==> src/rtl/pipelined_2x4_decoder.sv <==
// Receive side of the priority-encoder link: buffers {code} words in a small
// FIFO and hands them out as one-hot lines through a valid/ready handshake.
// All handshake flags come from registered state, so there is no
// combinational path from the input handshake to the output handshake.
module pipelined_2x4_decoder #(
    parameter int N     = 2,
    parameter int DEPTH = 2,
    parameter int CNT_W = 8
) (
    input  logic             clk,
    input  logic             rst,
    input  logic [N-1:0]     in_code,
    input  logic             in_valid,
    output logic             in_ready,
    output logic [2**N-1:0]  out_onehot,
    output logic             out_valid,
    input  logic             out_ready,
    output logic [CNT_W-1:0] dec_count,
    output logic             full
);

    localparam int AW = (DEPTH > 1) ? $clog2(DEPTH) : 1;

    localparam logic [AW-1:0]  PTR_ONE  = AW'(1);
    localparam logic [AW:0]    OCC_ONE  = (AW + 1)'(1);
    localparam logic [AW:0]    OCC_FULL = (AW + 1)'(DEPTH);
    localparam logic [CNT_W-1:0] CNT_ONE = CNT_W'(1);

    logic [N-1:0]  mem [DEPTH];
    logic [AW-1:0] wr_ptr;
    logic [AW-1:0] rd_ptr;
    logic [AW:0]   occupancy;
    logic          push;
    logic          pop;
    logic [N-1:0]  head;

    // Flags are pure functions of the registered occupancy.
    always_comb begin
        full      = (occupancy == OCC_FULL);
        in_ready  = ~full;
        out_valid = (occupancy != '0);
        push      = in_valid & in_ready;
        pop       = out_valid & out_ready;
        head      = mem[rd_ptr];
    end

    // One-hot decode of the head entry, forced to zero when nothing is buffered.
    always_comb begin
        out_onehot = '0;
        if (out_valid) begin
            out_onehot[head] = 1'b1;
        end
    end

    // Storage array; contents need no reset because occupancy guards every read.
    always_ff @(posedge clk) begin
        if (push) begin
            mem[wr_ptr] <= in_code;
        end
    end

    // Pointers and occupancy; simultaneous push and pop leaves occupancy unchanged.
    always_ff @(posedge clk or posedge rst) begin
        if (rst) begin
            wr_ptr    <= '0;
            rd_ptr    <= '0;
            occupancy <= '0;
        end else begin
            if (push) begin
                wr_ptr <= wr_ptr + PTR_ONE;
            end
            if (pop) begin
                rd_ptr <= rd_ptr + PTR_ONE;
            end
            if (push && !pop) begin
                occupancy <= occupancy + OCC_ONE;
            end else if (pop && !push) begin
                occupancy <= occupancy - OCC_ONE;
            end
        end
    end

    // Delivered-word counter, wraps silently.
    always_ff @(posedge clk or posedge rst) begin
        if (rst) begin
            dec_count <= '0;
        end else if (pop) begin
            dec_count <= dec_count + CNT_ONE;
        end
    end

endmodule

==> config.mk <==
export PLATFORM = sky130hd
export DESIGN_NAME = pipelined_2x4_decoder
export DESIGN_NICKNAME = d
export VERILOG_FILES = /design/src/rtl/pipelined_2x4_decoder.sv
export SDC_FILE = /design/constraint.sdc
export NUM_CORES = 1
export LEC_CHECK = 0
export CORE_UTILIZATION = 45
export CTS_CLUSTER_SIZE = 30
export DETAILED_ROUTE_END_ITERATION = 7
export GPL_TIMING_DRIVEN = 0
export PLACE_DENSITY = 0.8
export REMOVE_ABC_BUFFERS = 1
export SLEW_MARGIN = 20
export SYNTH_ARGS = -nofsm -noshare
export SYNTH_HDL_FRONTEND = slang
export SYNTH_SLANG_ARGS = --single-unit
==> constraint.sdc <==
create_clock -name clk -period 1.7 [get_ports clk]
set_input_delay 0.17 -clock clk [delete_from_list [all_inputs] [get_ports clk]]
set_output_delay 0.17 -clock clk [all_outputs]
set_load 0.02 [all_outputs]
Yosys cells after proc, flatten, opt, wreduce, memory -nomap -nowiden
Memories as Yosys holds them, arrays and structs flattened.
Index checks and enable logic that the tools add are counted.
- add/subtract/negate cells: 5
- order comparisons: 2
- eq/ne operators: 1
- muxes and demuxes: 7
- bitwise logic cells: 3
- reductions and logical operators: 7
- operators with widths (kind ; count):
    adder 8 x 1 -> 8 bit (second input constant) ; 1
    two-way mux 2 bit ; 2
    two-way mux 4 bit ; 1
    nonzero test 2 bit ; 2
    logical AND 1 bit ; 3
    < comparator 2 x 3 -> 1 bit (second input constant) ; 1
    two-way mux 1 bit ; 3
    adder 1 bit (second input constant) ; 2
    adder 2 x 1 -> 2 bit (second input constant) ; 1
    AND 1 bit ; 2
    demux 1 bit (select 2 bit) ; 1
    == test 2 bit (second input constant) ; 1
    greater-or-equal comparator 2 x 1 -> 1 bit (second input constant) ; 1
    zero test 1 bit ; 2
    subtractor 2 x 1 -> 2 bit (second input constant) ; 1
    inverter 1 bit ; 1
- bits in registers: 12
- RAM bits: 4
- memories: 1
- memory list (memory ; words ; width ; rd ports ; clocked after memory_dff ; write ports ; line ; text):
    mem ; 2 ; 2 ; 1 ; 0 ; 1 ; 29 ; logic [N-1:0] mem [DEPTH];

Longest topological paths before layout
Gate-level depths: netlist (run 1).
- word-level depth: 7
- depth in mapped cells: 7
- mapped depth without buffers: 7

Least setup slack after synthesis (run 1)
No wires, ideal clock.
- path kind: register to register
- from: register occupancy[0]
- to: register occupancy[1]
- library setup time: 79 ps
- arrival time: 1480 ps
- data required time: 1621 ps
- path slack: 141 ps
- stages on the path, launching flop included: 7
- clock period less this slack: 1559 ps
- cells stage by stage: dfrtp_1 -> nand2b_1 -> nand2_1 -> inv_1 -> ha_1 -> nor2_1 -> xor2_1
- cells in the longest elaborated chain, start to end: 6
- elaborated cells on any way between the ends: 14
- those cells by class: add/sub: 2; eq/ne: 1; mux: 2; bitwise: 3; reduce/logical: 6
- RTL lines (element ; line ; text):
    from (decl) ; 32 ; logic [AW:0] occupancy;
    from (signal assigned) ; 76 ; occupancy <= occupancy + OCC_ONE;
    from (signal assigned) ; 78 ; occupancy <= occupancy - OCC_ONE;
    == test 2 bit * ; 39 ; full = (occupancy == OCC_FULL);
    inverter 1 bit * ; 40 ; in_ready = ~full;
    named net in_ready ; 14 ; output logic in_ready,
    AND 1 bit * ; 42 ; push = in_valid & in_ready;
    named net push ; 33 ; logic push;
    zero test 1 bit ; 77 ; end else if (pop && !push) begin
    logical AND 1 bit ; 77 ;
    nonzero test 2 bit (no source line) ; -- ;
The timed path passes the listed nets; every way through them passes the cells marked *. The select of a mux whose other input is x is not followed.
A chain may end at the register's enable or synchronous reset.

Worst setup path in the final report (run 1)
- from: register rd_ptr
- to: output out_onehot[1]
- cells in the longest elaborated chain, start to end: 6
- elaborated cells on any way between the ends: 7
- those cells by class: order compare: 2; mux: 3; reduce/logical: 1; memory: 1
- RTL lines (element ; line ; text):
    from (decl) ; 31 ; logic [AW-1:0] rd_ptr;
    from (signal assigned) ; 73 ; rd_ptr <= rd_ptr + PTR_ONE;
    memory read (2 x 2 bit) * ; -- ;
    < comparator 2 x 3 -> 1 bit (not written as such) or greater-or-equal comparator 2 x 1 -> 1 bit (tied branches) ; 51 ; out_onehot[head] = 1'b1;
    logical AND 1 bit (not written as such) ; 51 ;
    two-way mux 1 bit (not written as such) ; 51 ;
    demux 1 bit (select 2 bit) * ; 51 ;
    two-way mux 4 bit * ; 50 ; if (out_valid) begin
    to (decl) ; 15 ; output logic [2**N-1:0] out_onehot,
Every way passes the cells marked *; elsewhere a longest branch is shown, timed or not.

==> key figures, run 1 <==
Run status
  • Status: finished, final reports clean

Synthesis
  • Top cells by count, synth: dfrtp_1 (12), nand2_1 (9), nor2_1 (8)
  • Most frequent cell after synthesis: dfrtp_1
  • Synth area leader: dfrtp_1
  • Syn Area/Cell: 10.8 µm²
  • Yosys cell types: 21
  • Seq cells post-synth: 16
  • Ys flop type: dfrtp_1
  • Post-Syn Area: 767 µm²
  • Async SR Flop Fraction: 0.750
  • Largest cells by area after synthesis: dfrtp_1 (39%), edfxtp_1 (16%), xnor2_1 (8.0%)
  • Post-Synthesis Cells: 71
  • Post-synth EDFFs: 4
  • Yosys warns: 0
  • Seq/Total Area, Yosys: 0.548
  • Post-synth top area share: 0.392

Route
  • Met2 wire len: 750 µm
  • DRC viols: 0
  • Vias/cell: 5.04
  • Uppermost layer routed: met4
  • Routed length per instance: 12.6 µm
  • Remaining antenna violation count after routing: 0
  • Drt pass-1 iters: 4
  • Met3 wire length: 27 µm
  • Total Wirelength: 1.41 mm
  • Met1 WL: 607 µm
  • Initial DRC Count: 7
  • Total number of vias: 564

Placed design
  • Dpl ws: 0.00108 ns
  • Placer Congestion: 0.692
  • Number of port buffers: 20
  • Area post-placement: 983 µm²
  • DP HPWL: 1.08 mm

STA
  • Max Clock Freq: 616 MHz
  • Period utilisation layout: 0.955
  • Fin. Hold Viols: 0
  • RSZ-0062 raised after global routing: no
  • Clock skew: 0.00405 ns
  • Setup TNS: 0 ns
  • Worst slew pin tran: 0.467 ns
  • Relative slew slack: 0.688
  • Final period demand of the worst path: 1.62 ns
  • Setup Viol. Count Final: 0
  • Fin worst setup slack: 0.0761 ns
  • Fin. max-slew vios: 0

Cells and area
  • Antenna diodes: 0
  • Area taken by multi-input logic gates: 324 µm²
  • Nets: 105
  • Layout cells sized above 1: 0.146
  • Design Area, Final: 1030 µm²
  • Reg area: 423 µm²
  • Layout Utilization: 0.671
  • # fillers: 128
  • Area growth syn-to-layout: 34.9%

Pwr
  • Pwr Density: 1860 nW/µm²
  • Leak pwr: 0.474 nW
  • VDD IR-drop max: 1.05 mV
  • Total power: 1.92 mW

Worst setup path
  • Worst R2R Start: occupancy[0]$_DFFE_PP0P_
  • Reg2Reg Setup Slack: 0.14 ns
  • CP Max Fanout: 8
  • CP Launch Type: flop
  • WS Path Type: flop to output port
  • CP required: 1.53 ns
  • Arr. time, crit path: 1.45 ns
  • CP startpoint: rd_ptr$_DFFE_PP0P_
  • Worst setup EP type: output port

Clock tree
  • CTS clk-pin slew, worst paths: 0.09 ns
  • Root Driver: clkbuf_4
  • Worst-Skew Late Latency: 0.29 ns
  • Num CTS Buffers: 3
  • H-tree Lvls: 1
  • Hold-fix buffers, CTS: 0
  • CTS tree: done
  • Largest buffer count on any clock path: 2
  • CTS Sinks: 16

Worst hold path
  • HP Class: input pin to async pin

Die
  • Starting Density: 0.498
  • DIE HEIGHT: 43.3 µm
  • FP Rows: 14
  • Core area: 1540 µm²
  • Die Area: 1870 µm²
  • I/O Pins: 21
  • Chip width: 43.3 µm

Global routing
  • GRT overflow: 0
  • Number of global-route vias before repair: 523
  • First-pass GRT wire length: 2.39 mm
  • Largest net degree at the start of global routing: 13
  • Initial antenna violation count: 0
  • Total track usage: 0.178

Flow run
  • Max Cap Viol: 0
## repair_timing
item | in CTS | in global routing
gates resized for setup | 13 | 2
buffers inserted | 0 | 2
setup endpoints to repair | 7 | 2
## path summary, 6_finish.rpt
kind	endpoint	cells past startpoint
worst max-delay path	out_onehot[1]	3
worst min-delay path	wr_ptr$_DFFE_PP0P_	2
worst max register to register	occupancy[1]$_DFFE_PP0P_	6
worst min register to register	dec_count[7]$_DFFE_PP0P_	1
max in group asynchronous	rd_ptr$_DFFE_PP0P_	2
min in group clk	mem[0][1]$_DFFE_PP_	1
## final cells by class
class	count	share of cell area
Timing Repair Buffer	22	0.198
Sequential cell	16	0.409
Multi-Input combinational cell	47	0.313
Clock buffer	4	0.0351
Inverter	7	0.0254
Tap cell	16	0.0193
## cells in the final DEF (no fill, tap or decap), types with 3 or more instances in the layout
cell type / synthesis / layout
nor3_1: 3 / 3
inv_1: 6 / 6
dlygate4sd2_1: 0 / 5
edfxtp_1: 4 / 4
nor2_1: 8 / 7
dfrtp_1: 12 / 10
xnor2_1: 7 / 7
nand2_1: 9 / 9
clkbuf_4: 0 / 3
xor2_1: 5 / 5
clkdlybuf4s50_1: 0 / 13
## metal layers
metal  GRT usage  vias up
li1            -      288
met1       0.220      265
met2       0.299        8
met3      0.0255        3
met4      0.0909        0
met5           0        -
## critical path: stages (launching register included)
cell,delay (ns)
dfrtp_2,0.46
o32a_1,0.36
nor2_1,0.09
clkdlybuf4s15_2,0.26
## state kept, by name (all words and copies together) (netlist names)
name       flops
dec_count      8
mem            4
occupancy      2
rd_ptr         1
wr_ptr         1
## power breakdown
part	leakage, nW	switching, mW	internal (mW)	total [mW]
clock	0.0210	0.120	0.131	0.251
combinational	0.269	0.479	0.442	0.920
sequential	0.184	0.202	0.552	0.753
## per-stage QoR
step	std cells	hold slack, ns
floorplan	70	0.0347
global placement	106	0.455
detailed placement	106	0.470
CTS	110	0.193
global route	112	0.272
finish	112	0.177
## logic make-up (layout without fill, tap and decap cells)
family / Yosys count / in the layout / share of synthesized area
simple gates: 28 / 28 / 0.186
flops: 16 / 16 / 0.548
xor+xnor: 12 / 12 / 0.137
buf+inv: 8 / 33 / 0.0391
compound gates: 5 / 5 / 0.0571
fa+ha+maj: 2 / 2 / 0.0326
(Power assumes the default switching activity.)
==> inputs of run 2 (changes only) <==
- SKIP_CTS_REPAIR_TIMING: unset -> 1
==> key figures, run 2 (synthesis results as in run 1) <==
Route
  • Vias/cell: 5.15 (+2.2%)
  • DRC viols: 0 (unchanged)
  • Routed length per instance: 13.0 µm (+3.3%)
  • Total Wirelength: 1.43 mm (+1.4%)
  • Initial DRC Count: 4 (-3)
  • Remaining antenna violation count after routing: 0 (unchanged)
  • Total number of vias: 566 (+0.35%)
  • Drt pass-1 iters: 4 (unchanged)

Pwr
  • Pwr Density: 1840 nW/µm² (-0.95%)
  • Leak pwr: 0.538 nW (+13%)
  • VDD IR-drop max: 1.06 mV (+1.2%)

Worst setup path
  • Slowest stage delay, CP: 0.47 ns (about the same)
  • Worst setup EP type: output port
  • Crit-path slowest cell: dfrtp_2
  • WS Path Type: flop to output port
  • CP Launch Type: flop
  • CP Max Fanout: 9 (+1)
  • Critical path cell sequence: o32a_1, nor2_1, dlymetal6s2s_1
  • Arr. time, crit path: 1.42 ns (-0.03 ns)
  • CP required: 1.53 ns (about the same)

Placed design
  • Placer Congestion: 0.692 (unchanged)
  • Number of port buffers: 20 (unchanged)
  • DP HPWL: 1.08 mm (unchanged)

STA
  • RSZ-0062 raised after global routing: no
  • Fin. Hold Viols: 0 (unchanged)
  • Worst slew pin tran: 0.470 ns (+0.00244 ns)
  • Min Hold Slack: 0.176 ns (-0.000110 ns)
  • Setup Viol. Count Final: 0 (unchanged)
  • Clock skew: 0.00486 ns (+0.000810 ns)
  • Relative slew slack: 0.687 (-0.00163)
  • Period utilisation layout: 0.936 (-0.0196)
  • Fin. max-slew vios: 0 (unchanged)
  • Final period demand of the worst path: 1.59 ns (-0.0334 ns)
  • Setup TNS: 0 ns (unchanged)
  • Max Clock Freq: 629 MHz (+2.1%)

Cells and area
  • Most common cell after layout, fill and taps aside: clkdlybuf4s50_1
  • Layout cells sized above 1: 0.106 (-0.0395)
  • Layout Utilization: 0.679 (+0.00812)
  • Largest Register: dec_count
  • Antenna diodes: 0 (unchanged)
  • Nets: 103 (-1.9%)
  • Commonest cells after routing, fill and taps aside: clkdlybuf4s50_1 (13), dfrtp_1 (10), nand2_1 (9)
  • Reg area: 423 µm² (unchanged)
  • Area taken by multi-input logic gates: 324 µm² (unchanged)
  • # fillers: 122 (-4.7%)
  • Max reg flops: 8 (unchanged)
  • Top Registers: dec_count (8), mem (4), occupancy (2)
  • Area growth syn-to-layout: 36.5%

Worst hold path
  • HP Class: input pin to async pin

Global routing
  • Number of global-route vias before repair: 518 (-0.96%)
  • Initial antenna violation count: 0 (unchanged)
  • First-pass GRT wire length: 2.39 mm (+0.29%)
  • Largest net degree at the start of global routing: 13 (unchanged)
  • GRT overflow: 0 (unchanged)
  • Total track usage: 0.180 (+0.00177)

Die
  • Core area: 1540 µm² (unchanged)
  • Die Area: 1870 µm² (unchanged)
  • I/O Pins: 21 (unchanged)
  • FP Rows: 14 (unchanged)
  • DIE HEIGHT: 43.3 µm (unchanged)
  • Starting Density: 0.498 (unchanged)
  • Chip width: 43.3 µm (unchanged)

Flow run
  • Max Cap Viol: 0 (unchanged)

Run status
  • Status: finished, final reports clean

Clock tree
  • Largest buffer count on any clock path: 2 (unchanged)
  • H-tree Lvls: 1 (unchanged)
  • Worst-Skew Late Latency: 0.29 ns (about the same)
  • CTS Sinks: 16 (unchanged)
  • Num CTS Buffers: 3 (unchanged)
  • CTS tree: done
  • Root Driver: clkbuf_4
  • CTS clk-pin slew, worst paths: 0.09 ns (about the same)
==> run 2: cell types whose count changed in the layout (fill, tap and decap cells not counted), sizes merged <==
cell / previous run / this run
buf: 2 / 0
dlygate4sd2: 5 / 0
clkdlybuf4s15: 1 / 0
dlymetal6s2s: 0 / 7
clkbuf: 5 / 4
==> run 2: worst max-delay path: cells and delay by family (launching register included) <==
kind,cells,cell delay [ns]
DFF,1,0.47
and+or+nand+nor,1,0.08
AOI/OAI and AO/OA,1,0.37
buffers and inverters,1,0.22
==> run 2: worst paths after layout <==
| kind | end | cells after the start | start | slack (ns) |
|---|---|---|---|---|
| max | out_onehot[1] | 3 | rd_ptr$_DFFE_PP0P_ | 0.11 |
| min | dec_count[5]$_DFFE_PP0P_ | 2 | rst | 0.18 |
| max reg2reg | occupancy[1]$_DFFE_PP0P_ | 6 | occupancy[0]$_DFFE_PP0P_ | 0.14 |
| min reg2reg | dec_count[7]$_DFFE_PP0P_ | 1 | dec_count[7]$_DFFE_PP0P_ | 0.47 |
| max in group asynchronous | rd_ptr$_DFFE_PP0P_ | 2 | rst | 1.17 |
| min in group clk | mem[0][1]$_DFFE_PP_ | 1 | in_code[1] | 0.45 |
==> run 2: metrics by stage <==
step | power (mW) | cell area, µm² | worst slack [ns] | std cells
6_report | 1.93 | 1050 | 0.110 | 110
5_1_grt | 2.05 | 1050 | 0.0320 | 110
4_1_cts | 1.93 | 1020 | -0.329 | 110
3_5_place_dp | 1.68 | 983 | 0.00108 | 106
3_3_place_gp | 1.64 | 983 | 0.0332 | 106
2_1_floorplan | 1.28 | 763 | 0.141 | 70
==> run 2: routing by layer <==
metal	global-route usage	share of wire	routed length, µm
met5	0	0	0
met3	0.0255	0.022	31
met1	0.231	0.44	633
met4	0.0909	0.017	24
met2	0.293	0.52	739
==> run 2: area by class of cell <==
cell class / count / share of cell area
Sequential cell: 16 / 0.404
Multi-Input combinational cell: 47 / 0.309
Timing Repair Buffer: 20 / 0.208
Clock buffer: 4 / 0.0346
Inverter: 7 / 0.0251
Tap cell: 16 / 0.0191
==> run 2: power by group <==
part / internal, mW / switching, mW
Sequential: 0.552 / 0.208
Combinational: 0.450 / 0.468
Clock: 0.131 / 0.121
==> inputs of run 3 (changes only) <==
- PLACE_DENSITY: 0.8 -> 0.75
==> key figures, run 3 (synthesis results as in run 1) <==
Run status
  • Status: finished, final reports clean

Global routing
  • Largest net degree at the start of global routing: 13 (unchanged)
  • First-pass GRT wire length: 2.17 mm (-9.2%)
  • Total track usage: 0.157 (-0.0234)
  • Initial antenna violation count: 0 (unchanged)
  • Number of global-route vias before repair: 529 (+2.1%)
  • GRT overflow: 0 (unchanged)

STA
  • Worst slew pin tran: 0.453 ns (-0.0167 ns)
  • Relative slew slack: 0.698 (+0.0111)
  • Max Clock Freq: 636 MHz (+1.1%)
  • Fin worst setup slack: 0.127 ns (+0.0173 ns)
  • Setup Viol. Count Final: 0 (unchanged)
  • Period utilisation layout: 0.925 (-0.0102)
  • Fin. Hold Viols: 0 (unchanged)
  • Final period demand of the worst path: 1.57 ns (-0.0173 ns)
  • Min Hold Slack: 0.195 ns (+0.0184 ns)
  • Setup TNS: 0 ns (unchanged)
  • Fin. max-slew vios: 0 (unchanged)
  • Clock skew: 0.000682 ns (-0.00418 ns)
  • RSZ-0062 raised after global routing: no

Placed design
  • Number of port buffers: 20 (unchanged)
  • Placer Congestion: 0.753 (+8.8%)
  • Placed insts: 106 (unchanged)
  • Dpl ws: 0.0192 ns (+0.0181 ns)
  • DP HPWL: 990 µm (-8.0%)
  • Area post-placement: 983 µm² (unchanged)

Pwr
  • VDD IR-drop max: 1.04 mV (-2.4%)
  • Total power: 1.86 mW (-3.6%)
  • Internal Power: 1.09 mW (-4.0%)
  • Comb pwr share: 0.490 (+0.014)
  • Pwr Density: 1790 nW/µm² (-2.6%)
  • Sequential power share: 0.404 (+0.010)
  • Net Sw Frac: 0.415 (+0.00279)
  • Leak pwr: 0.532 nW (-1.0%)
  • Sw power: 0.773 mW (-2.9%)
  • Clock power share: 0.106 (-0.024)

Worst setup path
  • Crit-path slowest cell: dfrtp_2
  • CP Launch Type: flop
  • Arr. time, crit path: 1.40 ns (-0.02 ns)
  • WS Path Type: flop to output port
  • CP Max Fanout: 9 (unchanged)
  • Worst setup EP type: output port
  • Slowest stage delay, CP: 0.47 ns (about the same)
  • Critical path cell sequence: o32a_1, nor2_1, dlymetal6s2s_1
  • CP required: 1.53 ns (about the same)

Route
  • Initial DRC Count: 15 (+11)
  • Vias/cell: 5.22 (+1.4%)
  • Total Wirelength: 1.33 mm (-6.8%)
  • Routed length per instance: 12.1 µm (-6.8%)
  • DRC viols: 0 (unchanged)
  • Drt pass-1 iters: 4 (unchanged)
  • Remaining antenna violation count after routing: 0 (unchanged)
  • Total number of vias: 574 (+1.4%)

Clock tree
  • CTS clk-pin slew, worst paths: 0.09 ns (about the same)
  • CTS Sinks: 16 (unchanged)
  • Num CTS Buffers: 3 (unchanged)
  • Largest buffer count on any clock path: 2 (unchanged)
  • Root Driver: clkbuf_4
  • H-tree Lvls: 1 (unchanged)
  • CTS tree: done
  • Worst-Skew Late Latency: 0.28 ns (about the same)

Cells and area
  • Finished Layout Cells: 110 (unchanged)
  • Commonest cells after routing, fill and taps aside: clkdlybuf4s50_1 (13), dfrtp_1 (10), nand2_1 (9)
  • # fillers: 129 (+5.7%)
  • Antenna diodes: 0 (unchanged)
  • Layout Utilization: 0.673 (-0.00649)
  • Most common cell after layout, fill and taps aside: clkdlybuf4s50_1
  • Nets: 103 (unchanged)
  • Top Registers: dec_count (8), mem (4), occupancy (2)
  • Layout cells sized above 1: 0.0957 (-0.0106)
  • Reg area: 423 µm² (unchanged)
  • Area growth syn-to-layout: 35.2%
  • Largest Register: dec_count
  • Max reg flops: 8 (unchanged)
  • Design Area, Final: 1040 µm² (-0.96%)
  • Area taken by multi-input logic gates: 324 µm² (unchanged)

Flow run
  • Max Cap Viol: 0 (unchanged)

Die
  • I/O Pins: 21 (unchanged)
  • Starting Density: 0.498 (unchanged)
  • DIE HEIGHT: 43.3 µm (unchanged)
  • Die Area: 1870 µm² (unchanged)
  • Core area: 1540 µm² (unchanged)
  • Chip width: 43.3 µm (unchanged)
  • FP Rows: 14 (unchanged)

Worst hold path
  • HP Class: input pin to async pin
[run 3: critical path, delay by kind of cell (launching register included)]
family | cells | cell delay [ns]
buffers and inverters | 1 | 0.22
flip-flops | 1 | 0.47
AO/OA/AOI/OAI | 1 | 0.35
AND/OR/NAND/NOR | 1 | 0.08
[run 3: path summary, 6_finish.rpt]
check | start | to | slack (ns) | cells after the start
setup / recovery | rd_ptr$_DFFE_PP0P_ | out_onehot[1] | 0.13 | 3
hold / removal | rst | dec_count[7]$_DFFE_PP0P_ | 0.19 | 2
setup reg to reg | occupancy[0]$_DFFE_PP0P_ | occupancy[1]$_DFFE_PP0P_ | 0.16 | 7
hold reg to reg | dec_count[7]$_DFFE_PP0P_ | dec_count[7]$_DFFE_PP0P_ | 0.47 | 1
max in group asynchronous | rst | occupancy[0]$_DFFE_PP0P_ | 1.17 | 2
min in group clk | dec_count[7]$_DFFE_PP0P_ | dec_count[7]$_DFFE_PP0P_ | 0.47 | 1
[run 3: layout make-up]
cell class	instances	area share
Sequential cell	16	0.408
Multi-Input combinational cell	47	0.312
Timing Repair Buffer	20	0.210
Inverter	7	0.0253
Clock buffer	3	0.0217
Tap cell	16	0.0193
Clock inverter	1	0.00362
[run 3: power groups by stage]
stage | Sequential [mW] | Clock (mW) | Combinational (mW)
2_1_floorplan | 0.793 | 0 | 0.484
3_3_place_gp | 0.731 | 0 | 0.913
3_5_place_dp | 0.742 | 0 | 0.927
4_1_cts | 0.732 | 0.203 | 0.931
5_1_grt | 0.774 | 0.216 | 0.997
6_report | 0.750 | 0.198 | 0.911
[run 3: metal layers]
layer / share of wire / global-route usage
met5: 0 / 0
met2: 0.50 / 0.233
met1: 0.45 / 0.220
met3: 0.030 / 0.0298
met4: 0.016 / 0.0727
